<file path="src/rtl/sisc_pkg.sv">
// sisc_pkg: shared fetch-stage types and constants
package sisc_pkg;
  localparam int INSTR_W = 32;
  localparam logic [INSTR_W-1:0] SISC_NOP = 32'h0;
  localparam logic BR_REL = 1'b0;
  localparam logic BR_ABS = 1'b1;
  typedef enum logic {IDLE, WAIT} fetch_state_t;
endpackage

</file>
<file path="src/rtl/sisc_pc.sv">
// sisc_pc: program counter with pending-branch register and next-pc mux
module sisc_pc import sisc_pkg::*; #(
  parameter int PC_W = 16,
  parameter logic [PC_W-1:0] RESET_PC = '0
) (
  input  logic            clk,
  input  logic            rst_f,
  input  logic            idle,
  input  logic            ack,
  input  logic            pc_write,
  input  logic            br_sel,
  input  logic [15:0]     br_imm,
  output logic [PC_W-1:0] pc
);
  localparam logic [PC_W-1:0] ONE = 1;
  logic [PC_W-1:0] target, pend;
  logic pend_valid, br_wait;
  assign target = br_sel == BR_ABS ? PC_W'(br_imm) : pc + PC_W'($signed(br_imm));
  assign br_wait = pc_write && !idle;
  always_ff @(posedge clk) begin
    if (!rst_f) begin
      pc <= RESET_PC;
      pend <= '0;
      pend_valid <= 1'b0;
    end else begin
      pc <= ack ? (pc_write ? target : pend_valid ? pend : pc + ONE) : (idle && pc_write) ? target : pc;
      pend <= br_wait ? target : pend;
      pend_valid <= !ack && (pend_valid || br_wait);
    end
  end
endmodule

</file>
<file path="src/rtl/sisc_fetch.sv">
// sisc_fetch: instruction-fetch stage holding PC and IR with memory req/ack handshake
module sisc_fetch import sisc_pkg::*; #(
  parameter int PC_W = 16,
  parameter logic [PC_W-1:0] RESET_PC = '0
) (
  input  logic               clk,
  input  logic               rst_f,
  input  logic               fetch_req,
  input  logic               pc_write,
  input  logic               br_sel,
  input  logic [15:0]        br_imm,
  output logic [PC_W-1:0]    im_addr,
  output logic               im_rd,
  input  logic [INSTR_W-1:0] im_data,
  input  logic               im_ack,
  output logic [INSTR_W-1:0] instruction,
  output logic               ir_valid,
  output logic               busy,
  output logic [PC_W-1:0]    pc
);
  fetch_state_t state;
  logic idle, ack;
  assign idle = state == IDLE;
  assign ack = !idle && im_ack;
  assign im_rd = !idle;
  assign busy = !idle;
  assign im_addr = pc;
  sisc_pc #(.PC_W(PC_W), .RESET_PC(RESET_PC)) u_pc (
    .clk(clk), .rst_f(rst_f), .idle(idle), .ack(ack), .pc_write(pc_write),
    .br_sel(br_sel), .br_imm(br_imm), .pc(pc)
  );
  always_ff @(posedge clk) begin
    if (!rst_f) begin
      state <= IDLE;
      instruction <= SISC_NOP;
      ir_valid <= 1'b0;
    end else begin
      state <= idle ? (fetch_req ? WAIT : IDLE) : (im_ack ? IDLE : WAIT);
      instruction <= ack ? im_data : instruction;
      ir_valid <= ack;
    end
  end
endmodule

</file>
<file path="config.mk">
export PLATFORM = sky130hd
export DESIGN_NAME = sisc_fetch
export DESIGN_NICKNAME = d
export VERILOG_FILES = /design/src/rtl/sisc_pkg.sv /design/src/rtl/sisc_pc.sv /design/src/rtl/sisc_fetch.sv
export SDC_FILE = /design/constraint.sdc
export NUM_CORES = 1
export LEC_CHECK = 0
export BUFFER_PORTS_ARGS = -buffer_cell sky130_fd_sc_hd__buf_4
export CORE_MARGIN = 2
export CORE_UTILIZATION = 50
export CTS_BUF_LIST = sky130_fd_sc_hd__clkbuf_4 sky130_fd_sc_hd__clkbuf_8
export CTS_CLUSTER_DIAMETER = 40
export DETAILED_ROUTE_END_ITERATION = 8
export PLACE_DENSITY = 0.79
export SLEW_MARGIN = 20
export SYNTH_ARGS = -nofsm -noshare
export SYNTH_HDL_FRONTEND = slang
export SYNTH_SLANG_ARGS = --single-unit
export TNS_END_PERCENT = 20
</file>
<file path="constraint.sdc">
create_clock -name clk -period 2.9 [get_ports clk]
set_input_delay 0.58 -clock clk [delete_from_list [all_inputs] [get_ports clk]]
set_output_delay 0.58 -clock clk [all_outputs]
set_load 0.05 [all_outputs]
</file>
==> Word level (Yosys, flattened, before mapping) <==
Index checks and enable logic that the tools add are counted.
{ "classes": {"add_sub_neg": 2, "n_mux": 8, "n_bitwise": 1, "reduce_logical": 7} }
{ "ops": {"columns": ["op", "n"], "rows": [
  ["16-bit 2-to-1 mux", 5],
  ["16-bit by 1-bit adder with 16-bit output, second input constant", 1],
  ["16-bit adder", 1],
  ["1-bit logical AND", 4],
  ["1-bit 2-to-1 mux", 3],
  ["2-bit nonzero test", 1],
  ["1-bit zero test", 1],
  ["1-bit logical OR", 1],
  ["1-bit inverter", 1]
]} }
{ "word_totals": {"regBits": 67, "input_bits": 54, "elab_cells": 24} }

==> Logic depth before layout (Yosys ltp) <==
Gate-level depths: netlist (run 1).
{ "logic_depth": {"depth_word": 4, "ltp_mapped": 9} }

==> Cells and area by module <==
A second synthesis (run 1) with hierarchy kept.
{ "hier_totals": {"cells_unflattened": 524, "area_unflattened_um2": 4285.4} }
{ "by_module_without_submodules": {"columns": ["module", "n_inst", "cells_each", "area_per_inst_um2", "seq_area_each_um2"], "rows": [
  ["sisc_pc", 1, 352, 2705.1, 660.6],
  ["sisc_fetch", 1, 172, 1580.3, 680.7]
]} }

==> Worst setup path after synthesis (run 1) <==
OpenSTA, ideal clock, no wires.
{ "synth_path": {"path_kind": "flip-flop to flip-flop", "start": "reg u_pc.pc[0]", "end": "reg u_pc.pc[14]", "setup_ns": 0.127, "arrival_ns": 2.500, "required_ns": 2.773, "path_slack_ns": 0.273, "path_stages_with_launch": 10, "period_less_slack_ns": 2.627, "cell_sequence": "dfxtp_1 > ha_1 > fa_1 > a21o_2 > a31oi_2 > o31ai_2 > a41oi_2 > xnor2_1 > a2111oi_1 > nor2_1"} }
{ "synth_between": {"elab_chain_len": 4, "elab_cells_between_ends": 7, "classes_between": "add/sub: 2; mux: 5"} }
{ "synth_rtl": {"columns": ["element", "line_no", "source"], "rows": [
  ["start, declared", "sisc_pc.sv:13", "output logic [PC_W-1:0] pc"],
  ["start signal, assigned", "sisc_pc.sv:26", "pc <= ack ? (pc_write ? target : pend_valid ? pend : pc + ONE) : (idle && pc_write) ? target : pc;"],
  ["16-bit adder or 16-bit by 1-bit adder with 16-bit output (tied branches)", "sisc_pc.sv:18, sisc_pc.sv:26", null],
  ["16-bit 2-to-1 mux (on tied branches)", "sisc_pc.sv:18, sisc_pc.sv:26", null],
  ["16-bit 2-to-1 mux", "sisc_pc.sv:26", null],
  ["16-bit 2-to-1 mux *", "sisc_pc.sv:26", null]
]} }
Mark *: on every way between the ends. The rest lies on a longest branch, timed or not. The select of a mux whose other input is x is not followed.
A chain may end at the register's enable or synchronous reset.

==> Final worst setup path (run 1) <==
Same ends and word-level chain as after synthesis.

==> qor.csv, run 1 <==
stage,metric,value,unit
run_status,outcome,finished clean,
pwr,Psw,0.00105,W
logic_synthesis,mapped cell area,0.00380,mm²
setup_path,Startpoint Class,flip-flop,
cts,"CTS clk-pin slew, worst paths",0.07,ns
finish,fill count,627,
pwr,peak supply drop,0.484,mV
grt,largest net degree at the start of global routing,39,
placed_design,RD Place Congestion,0.969,
logic_synthesis,Yosys cell types,53,
setup_path,"Slowest-stage cell, CP",fa_1,
grt,total congestion overflow,0,
logic_synthesis,Synth Area in Adders,0.0579,
sta,post-layout min period,2.60,ns
route,DRC Markers,0,
floorplanning,Die Span X,91.2,µm
route,remaining antenna violation count,0,
route,WL/cell,16.0,µm
pwr,combinational share of power,0.327,
sta,setup_tns,0,ns
setup_path,CP max stage delay,0.42,ns
cts,TritonCTS clock tree,done,
pwr,Cell Pwr Density,596,mW/mm²
setup_path,reg2reg setup slack,0.30,ns
route,DR vias,3619,
cts,Sink Count,67,
finish,layout cells sized above 1,0.288,
grt,vias in the first global route,3373,
floorplanning,area of the core,0.00729,mm²
cts,"Gates resized, CTS repair",0,
route,First-pass DRT Iterations,5,
setup_path,cell chain of the critical path,ha_1 > fa_1 > a21o_2 > a31oi_2 > o31ai_2 > a41oi_2 > xnor2_1 > a2111oi_1 > nor2_1,
pwr,sequential group share of total power,0.368,
sta,Worst Skew,0.00668,ns
setup_path,WS Path Type,reg -> reg,
finish,fin nets,604,
logic_synthesis,number of synthesized flops with an enable pin,0,
logic_synthesis,post-synthesis compound-gate area fraction,0.298,
sta,Worst Tran Pin Value,1.12,ns
placed_design,# port buffers,120,
placed_design,Place WS,0.0280,ns
route,routed length on met3,935,µm
floorplanning,row count,31,
route,WL met2,4620,µm
logic_synthesis,sequential share of the synthesized area,0.353,
cts,Root Driver,clkbuf_8,
cts,CTS Hold Bufs,0,
setup_path,Crit path required time,3.12,ns
sta,fin crit share,0.896,
logic_synthesis,simple-gate share of the synthesized area,0.122,
floorplanning,initial core utilization,0.522,
pwr,clock share of power,0.305,
logic_synthesis,cells after synthesis,440,
route,metal1 wirelength,4500,µm
finish,"commonest non-fill, non-tap cell in the layout",buf_4,
cts,total setup buffers inserted after CTS,0,
cts,worst skew pair latency,0.34,ns
floorplanning,I/O Pins,121,
logic_synthesis,xor/xnor share of the synthesized area,0.0622,
logic_synthesis,"Top FF cell, synth",dfxtp_1,
logic_synthesis,syn_nets,511,
pwr,Int Pwr,0.00182,W
sta,unrepaired setup endpoints after global routing,false,
finish,most frequent cells in the layout,"buf_4, dfxtp_1, nand2_1",
grt,GR Util All Layers,0.242,
finish,ant diodes,0,
route,highest routed layer,met4,
placed_design,Post-DP HPWL,7360,µm
finish,Layout area overhead,26.7,%
cts,maximum clock path buffer count,2,
logic_synthesis,average size of a mapped cell,8.65,µm²
logic_synthesis,post-synthesis mux area share,0.0217,
sta,number of setup violations in the final report,0,
setup_path,Setup crit end kind,flip-flop,
setup_path,Worst Path Max Fanout,7,
route,Initial DRC Count,375,
floorplanning,die area,0.00832,mm²
route,vias per cell,5.68,
logic_synthesis,largest family of logic cells by synthesized area,compound AO/OA/AOI/OAI gates,
floorplanning,die height,91.2,µm
route,Final Routed Wirelength,10200,µm
pwr,Leak,2.15,nW
logic_synthesis,synthesis-stage register bit count,67,
grt,initial antenna violation count,0,
cts,total CTS buffers,9,
sta,Max Fclk,385,MHz
pwr,Sw Ratio,0.366,
sta,final hold violation count,0,
setup_path,FF-to-FF path depth,9,
sta,"crit path setup slack, layout",0.301,ns
min_path,Hold Path Depth,2,
grt,global-route wire length before repair,16400,µm
logic_synthesis,Ys Warns,0,
setup_path,Worst EP arrival,2.82,ns
cts,H-tree depth,3,
sta,Slew headroom,0.250,
job,maxcap violations,0,
logic_synthesis,Async SR Flop Fraction,0,
sta,Slew Limit Fails,0,
min_path,Hold Path Class,in -> reg,
-- power by group through the flow --
| stage | clock [W] | combinational, W | sequential, W |
|---|---|---|---|
| after floorplan | 0 | 0.000552 | 0.00122 |
| after global placement | 0 | 0.000923 | 0.00107 |
| after detailed placement | 0 | 0.000936 | 0.00107 |
| after CTS | 0.000889 | 0.000939 | 0.00105 |
| after global routing | 0.000927 | 0.00101 | 0.00107 |
| final | 0.000876 | 0.000940 | 0.00106 |
-- Yosys cell counts, types with 8 or more instances --
master    instances  share of area
dfxtp_1          67           0.35
nand2_1          48          0.047
o21ai_0          41          0.054
a21oi_1          33          0.043
a22o_1           32          0.074
nor2_1           21          0.021
clkbuf_1         19          0.019
xnor2_1          18          0.041
buf_4            17          0.034
ha_1             16          0.053
nand3_1          15          0.020
xor2_1            9          0.021
o211ai_1          8          0.016
-- per-layer routing --
metal | vias up | global-route usage
li1 | 1771 | -
met1 | 1652 | 0.330
met2 | 177 | 0.383
met3 | 19 | 0.0664
met4 | 0 | 0.0568
met5 | - | 0
-- area by class of cell --
cell class	instances	area [µm²]	share of cell area
Clock inverter	7	101	0.0210
Clock buffer	9	124	0.0257
Sequential cell	67	1340	0.278
Tap cell	99	124	0.0257
Inverter	5	18.8	0.00389
Timing Repair Buffer	130	976	0.202
Multi-Input combinational cell	320	2130	0.443
-- cells by family after synthesis --
group | after synthesis
adders and majority gates | 17
buffers and inverters | 53
AOI/OAI and AO/OA | 163
and+or+nand+nor | 105
DFF | 67
xor gates and xnor gates | 27
muxes | 8
-- worst max-delay path: cells and delay by family (launching register included) --
family	cells	cell delay, ns
compound gates	5	1.28
xor+xnor	1	0.10
flops	1	0.37
fa+ha+maj	2	0.67
simple gates	1	0.07
-- metrics by stage --
stage | hold slack, ns | instance area (µm²) | util | total power [W] | cells
5_1_grt | 0.428 | 4820 | 0.661 | 0.00300 | 637
3_3_place_gp | 0.449 | 4590 | 0.630 | 0.00200 | 621
3_5_place_dp | 0.460 | 4590 | 0.630 | 0.00201 | 621
2_1_floorplan | 0.441 | 3800 | - | 0.00177 | 440
6_report | 0.434 | 4820 | 0.661 | 0.00287 | 637
4_1_cts | 0.419 | 4820 | 0.661 | 0.00288 | 637
-- path summary, 6_finish.rpt --
path,to,from
max,u_pc.pc[14],u_pc.pc[0]
min,busy,fetch_req
max reg2reg,u_pc.pc[14],u_pc.pc[0]
min reg2reg,u_pc.pend[9],u_pc.pend[9]
-- flip-flops by register name (all words and copies together), names as in the netlist --
signal	cells
u_pc.pend	16
u_pc.pc	16
instruction	32
u_pc.pend_valid	1
busy	1
ir_valid	1
Power figures use the tool's default switching activity.
==> run 2: changes to the inputs <==
- ABC_AREA: unset -> 1
- CORE_UTILIZATION: 50 -> 54
- GPL_ROUTABILITY_DRIVEN: unset -> 0
- PLACE_DENSITY: 0.79 -> 0.83
==> run 2 against run 1 <==
Compared with the run above:
- synthesized cell count up 49%
- cell count up 34%
- design area up 9.1%
- critical path type unchanged
- first-iteration DRC count down 8.8%
- clock-buffer cell count up 3
- setup slack better by 0.42 ns
- highest routed layer unchanged
- clock power up 14%
- non-clock buffer count down 4
- maximum frequency up 19%
- via count up 26%
- sequential share of layout area down 2.3 points
- critical path depth up 3
==> qor.csv, run 2 <==
stage,metric,value,unit,change
logic_synthesis,cells after synthesis,654,,was 440
finish,fin nets,818,,was 604
grt,GR Util All Layers,0.279,,was 0.242
cts,CTS Hold Bufs,0,,unchanged
route,WL/cell,13.8,µm,was 16.0 µm
finish,layout cells sized above 1,0.207,,was 0.288
sta,post-layout min period,2.18,ns,was 2.60 ns
grt,total congestion overflow,0,,unchanged
grt,initial antenna violation count,0,,unchanged
cts,total CTS buffers,9,,unchanged
sta,Slew headroom,0.513,,was 0.250
cts,TritonCTS clock tree,done,,unchanged
sta,Max Fclk,460,MHz,was 385 MHz
cts,Root Driver,clkbuf_8,,unchanged
run_status,outcome,finished clean,,unchanged
sta,unrepaired setup endpoints after global routing,false,,unchanged
cts,worst skew pair latency,0.35,ns,was 0.34 ns
finish,register area,0.00134,mm²,unchanged
setup_path,CP Buf/Inv Count,1,,was 0
setup_path,cell chain of the critical path,ha_1 > fa_1 > nand2_1 > nand2_1 > and2_1 > nand2_1 > nand3_1 > or2_1 > nand3_1 > nand2_1 > o21ai_0 > inv_1,,was ha_1 > fa_1 > a21o_2 > a31oi_2 > o31ai_2 > a41oi_2 > xnor2_1 > a2111oi_1 > nor2_1
finish,multi-input logic area,0.00230,mm²,was 0.00213 mm²
route,First-pass DRT Iterations,6,,was 5
setup_path,CP max stage delay,0.40,ns,was 0.42 ns
cts,H-tree depth,3,,unchanged
setup_path,Setup crit end kind,flip-flop,,unchanged
route,DRC Markers,0,,unchanged
logic_synthesis,most frequent cells after synthesis,"nand2_1, nand3_1, inv_1, dfxtp_1, a21oi_1",,"was dfxtp_1, nand2_1, o21ai_0, a21oi_1, a22o_1"
logic_synthesis,synthesis-stage register bit count,67,,unchanged
grt,global-route wire length before repair,19300,µm,"was 16,400 µm"
sta,number of setup violations in the final report,0,,unchanged
logic_synthesis,number of synthesized flops with an enable pin,0,,unchanged
sta,Worst Tran Pin Value,0.730,ns,was 1.12 ns
sta,Hold Slack,0.413,ns,was 0.434 ns
finish,most frequent cells in the layout,"nand2_1, buf_4, nand3_1",,"was buf_4, dfxtp_1, nand2_1"
route,DR vias,4576,,"was 3,619"
cts,"CTS clk-pin slew, worst paths",0.07,ns,about the same
floorplanning,row count,32,,was 31
logic_synthesis,sequential share of the synthesized area,0.319,,was 0.353
placed_design,# port buffers,120,,unchanged
floorplanning,area of the core,0.00765,mm²,was 0.00729 mm²
logic_synthesis,top cell type's share of synthesized area,0.319,,was 0.353
floorplanning,Die Span X,92.3,µm,was 91.2 µm
setup_path,Worst EP arrival,2.42,ns,was 2.82 ns
pwr,peak supply drop,0.331,mV,was 0.484 mV
route,remaining antenna violation count,0,,unchanged
pwr,Leak,2.85,nW,was 2.15 nW
placed_design,Post-DP HPWL,8560,µm,was 7360 µm
logic_synthesis,average size of a mapped cell,6.43,µm²,was 8.65 µm²
sta,fin crit share,0.750,,was 0.896
sta,setup_tns,0,ns,unchanged
sta,Slew Limit Fails,0,,unchanged
logic_synthesis,syn_nets,725,,was 511
finish,"commonest non-fill, non-tap cell in the layout",nand2_1,,was buf_4
sta,Worst Skew,0.00816,ns,was 0.00668 ns
setup_path,WS Path Type,reg -> reg,,unchanged
grt,largest net degree at the start of global routing,51,,was 39
sta,final hold violation count,0,,unchanged
setup_path,CP most frequent cell,nand2_1,,
route,Initial DRC Count,342,,was 375
job,maxcap violations,0,,unchanged
route,vias per cell,5.36,,was 5.68
logic_synthesis,Yosys cell types,35,,was 53
route,Final Routed Wirelength,11800,µm,"was 10,200 µm"
cts,maximum clock path buffer count,2,,unchanged
finish,fill count,659,,was 627
logic_synthesis,"Top FF cell, synth",dfxtp_1,,unchanged
setup_path,"Slowest-stage cell, CP",fa_1,,unchanged
floorplanning,die height,92.3,µm,was 91.2 µm
floorplanning,initial core utilization,0.550,,was 0.522
logic_synthesis,"count leader, synth",nand2_1,,was dfxtp_1
floorplanning,I/O Pins,121,,unchanged
finish,ant diodes,0,,unchanged
floorplanning,die area,0.00851,mm²,was 0.00832 mm²
cts,Sink Count,67,,unchanged
finish,Largest register FFs,32,,unchanged
logic_synthesis,Area contributors post-synth,"dfxtp_1, nand2_1, nand3_1, a21oi_1, inv_1",,"was dfxtp_1, a22o_1, o21ai_0, ha_1, nand2_1"
pwr,Cell Pwr Density,560,mW/mm²,was 596 mW/mm²
cts,total setup buffers inserted after CTS,0,,unchanged
grt,vias in the first global route,4380,,"was 3,373"
finish,Top reg by flops,instruction,,unchanged
finish,Layout area overhead,25.0,%,was 26.7%
setup_path,Crit path required time,3.15,ns,was 3.12 ns
logic_synthesis,Ys Warns,0,,unchanged
setup_path,Startpoint Class,flip-flop,,unchanged
finish,Top Registers,"instruction x32, u_pc.pc x16, u_pc.pend x16",,unchanged
cts,"Gates resized, CTS repair",0,,unchanged
logic_synthesis,dominant cell type by area after synthesis,dfxtp_1,,unchanged
logic_synthesis,Async SR Flop Fraction,0,,unchanged
setup_path,Worst Path Max Fanout,7,,unchanged
setup_path,critical path's top delay family,simple AND/OR/NAND/NOR gates,,was compound AO/OA/AOI/OAI gates
logic_synthesis,mapped cell area,0.00421,mm²,was 0.00380 mm²
min_path,Hold Path Class,in -> reg,,unchanged
-- run 2: cell count changes after synthesis, sizes merged, moves of 17 or more --
cell / change
inv: +69
a21oi: +25
xnor2: -17
a22o: -31
nand3: +66
nand2: +163
-- run 2: final timing paths --
check | from | to | slack [ns] | cells past startpoint
hold / removal | im_data[26] | instruction[26] | 0.41 | 3
hold reg to reg | instruction[11] | instruction[11] | 0.47 | 2
setup reg to reg | u_pc.pc[0] | u_pc.pend[8] | 0.72 | 12
setup / recovery | u_pc.pc[0] | u_pc.pend[8] | 0.72 | 12
-- run 2: layout make-up --
| cell class | instances | share of cell area |
|---|---|---|
| clock buffer | 12 | 0.0314 |
| clock inverter | 4 | 0.0181 |
| inverter | 75 | 0.0535 |
| multi-input combinational | 468 | 0.438 |
| sequential | 67 | 0.255 |
| tap | 102 | 0.0243 |
| timing repair buffer | 126 | 0.180 |
-- run 2: kinds of logic (layout without fill, tap and decap cells) --
logic type | count (synthesis) | in the layout | share of synthesized area
and+or+nand+nor | 346 | 346 | 0.354
buffers and inverters | 119 | 217 | 0.136
AOI/OAI and AO/OA | 97 | 97 | 0.122
DFF | 67 | 67 | 0.319
adders and majority gates | 17 | 17 | 0.0523
xor gates and xnor gates | 6 | 6 | 0.0125
muxes | 2 | 2 | 0.00476
-- run 2: power breakdown --
part           internal [W]  switching (W)  total (W)
clock network      0.000640       0.000364    0.00100
logic              0.000292       0.000597   0.000890
registers          0.000979      0.0000712    0.00105
-- run 2: worst register-to-register path: cells and delay by family (launching register included) --
family	cells	cell delay (ns)
AO/OA/AOI/OAI	1	0.14
AND/OR/NAND/NOR	8	0.85
buffers and inverters	1	0.05
flip-flops	1	0.39
adder cells (fa/ha/maj)	2	0.64
-- run 2: metrics by stage --
| stage | instance area [µm²] | total power [W] | std cells | setup WS (ns) | util |
|---|---|---|---|---|---|
| after floorplan | 4210 | 0.00171 | 654 | 0.700 | - |
| final | 5260 | 0.00294 | 854 | 0.724 | 0.688 |
| after detailed placement | 4990 | 0.00195 | 838 | 0.434 | 0.653 |
| after CTS | 5260 | 0.00294 | 854 | 0.737 | 0.687 |
| after global routing | 5260 | 0.00307 | 854 | 0.549 | 0.688 |
| after global placement | 4990 | 0.00192 | 838 | 0.507 | 0.653 |
-- run 2: per-layer routing --
metal	GRT usage	routed length (µm)	share of wire
met5	0	0	0
met4	0.0983	207	0.018
met3	0.0707	1030	0.087
met2	0.490	5640	0.48
met1	0.329	4930	0.42
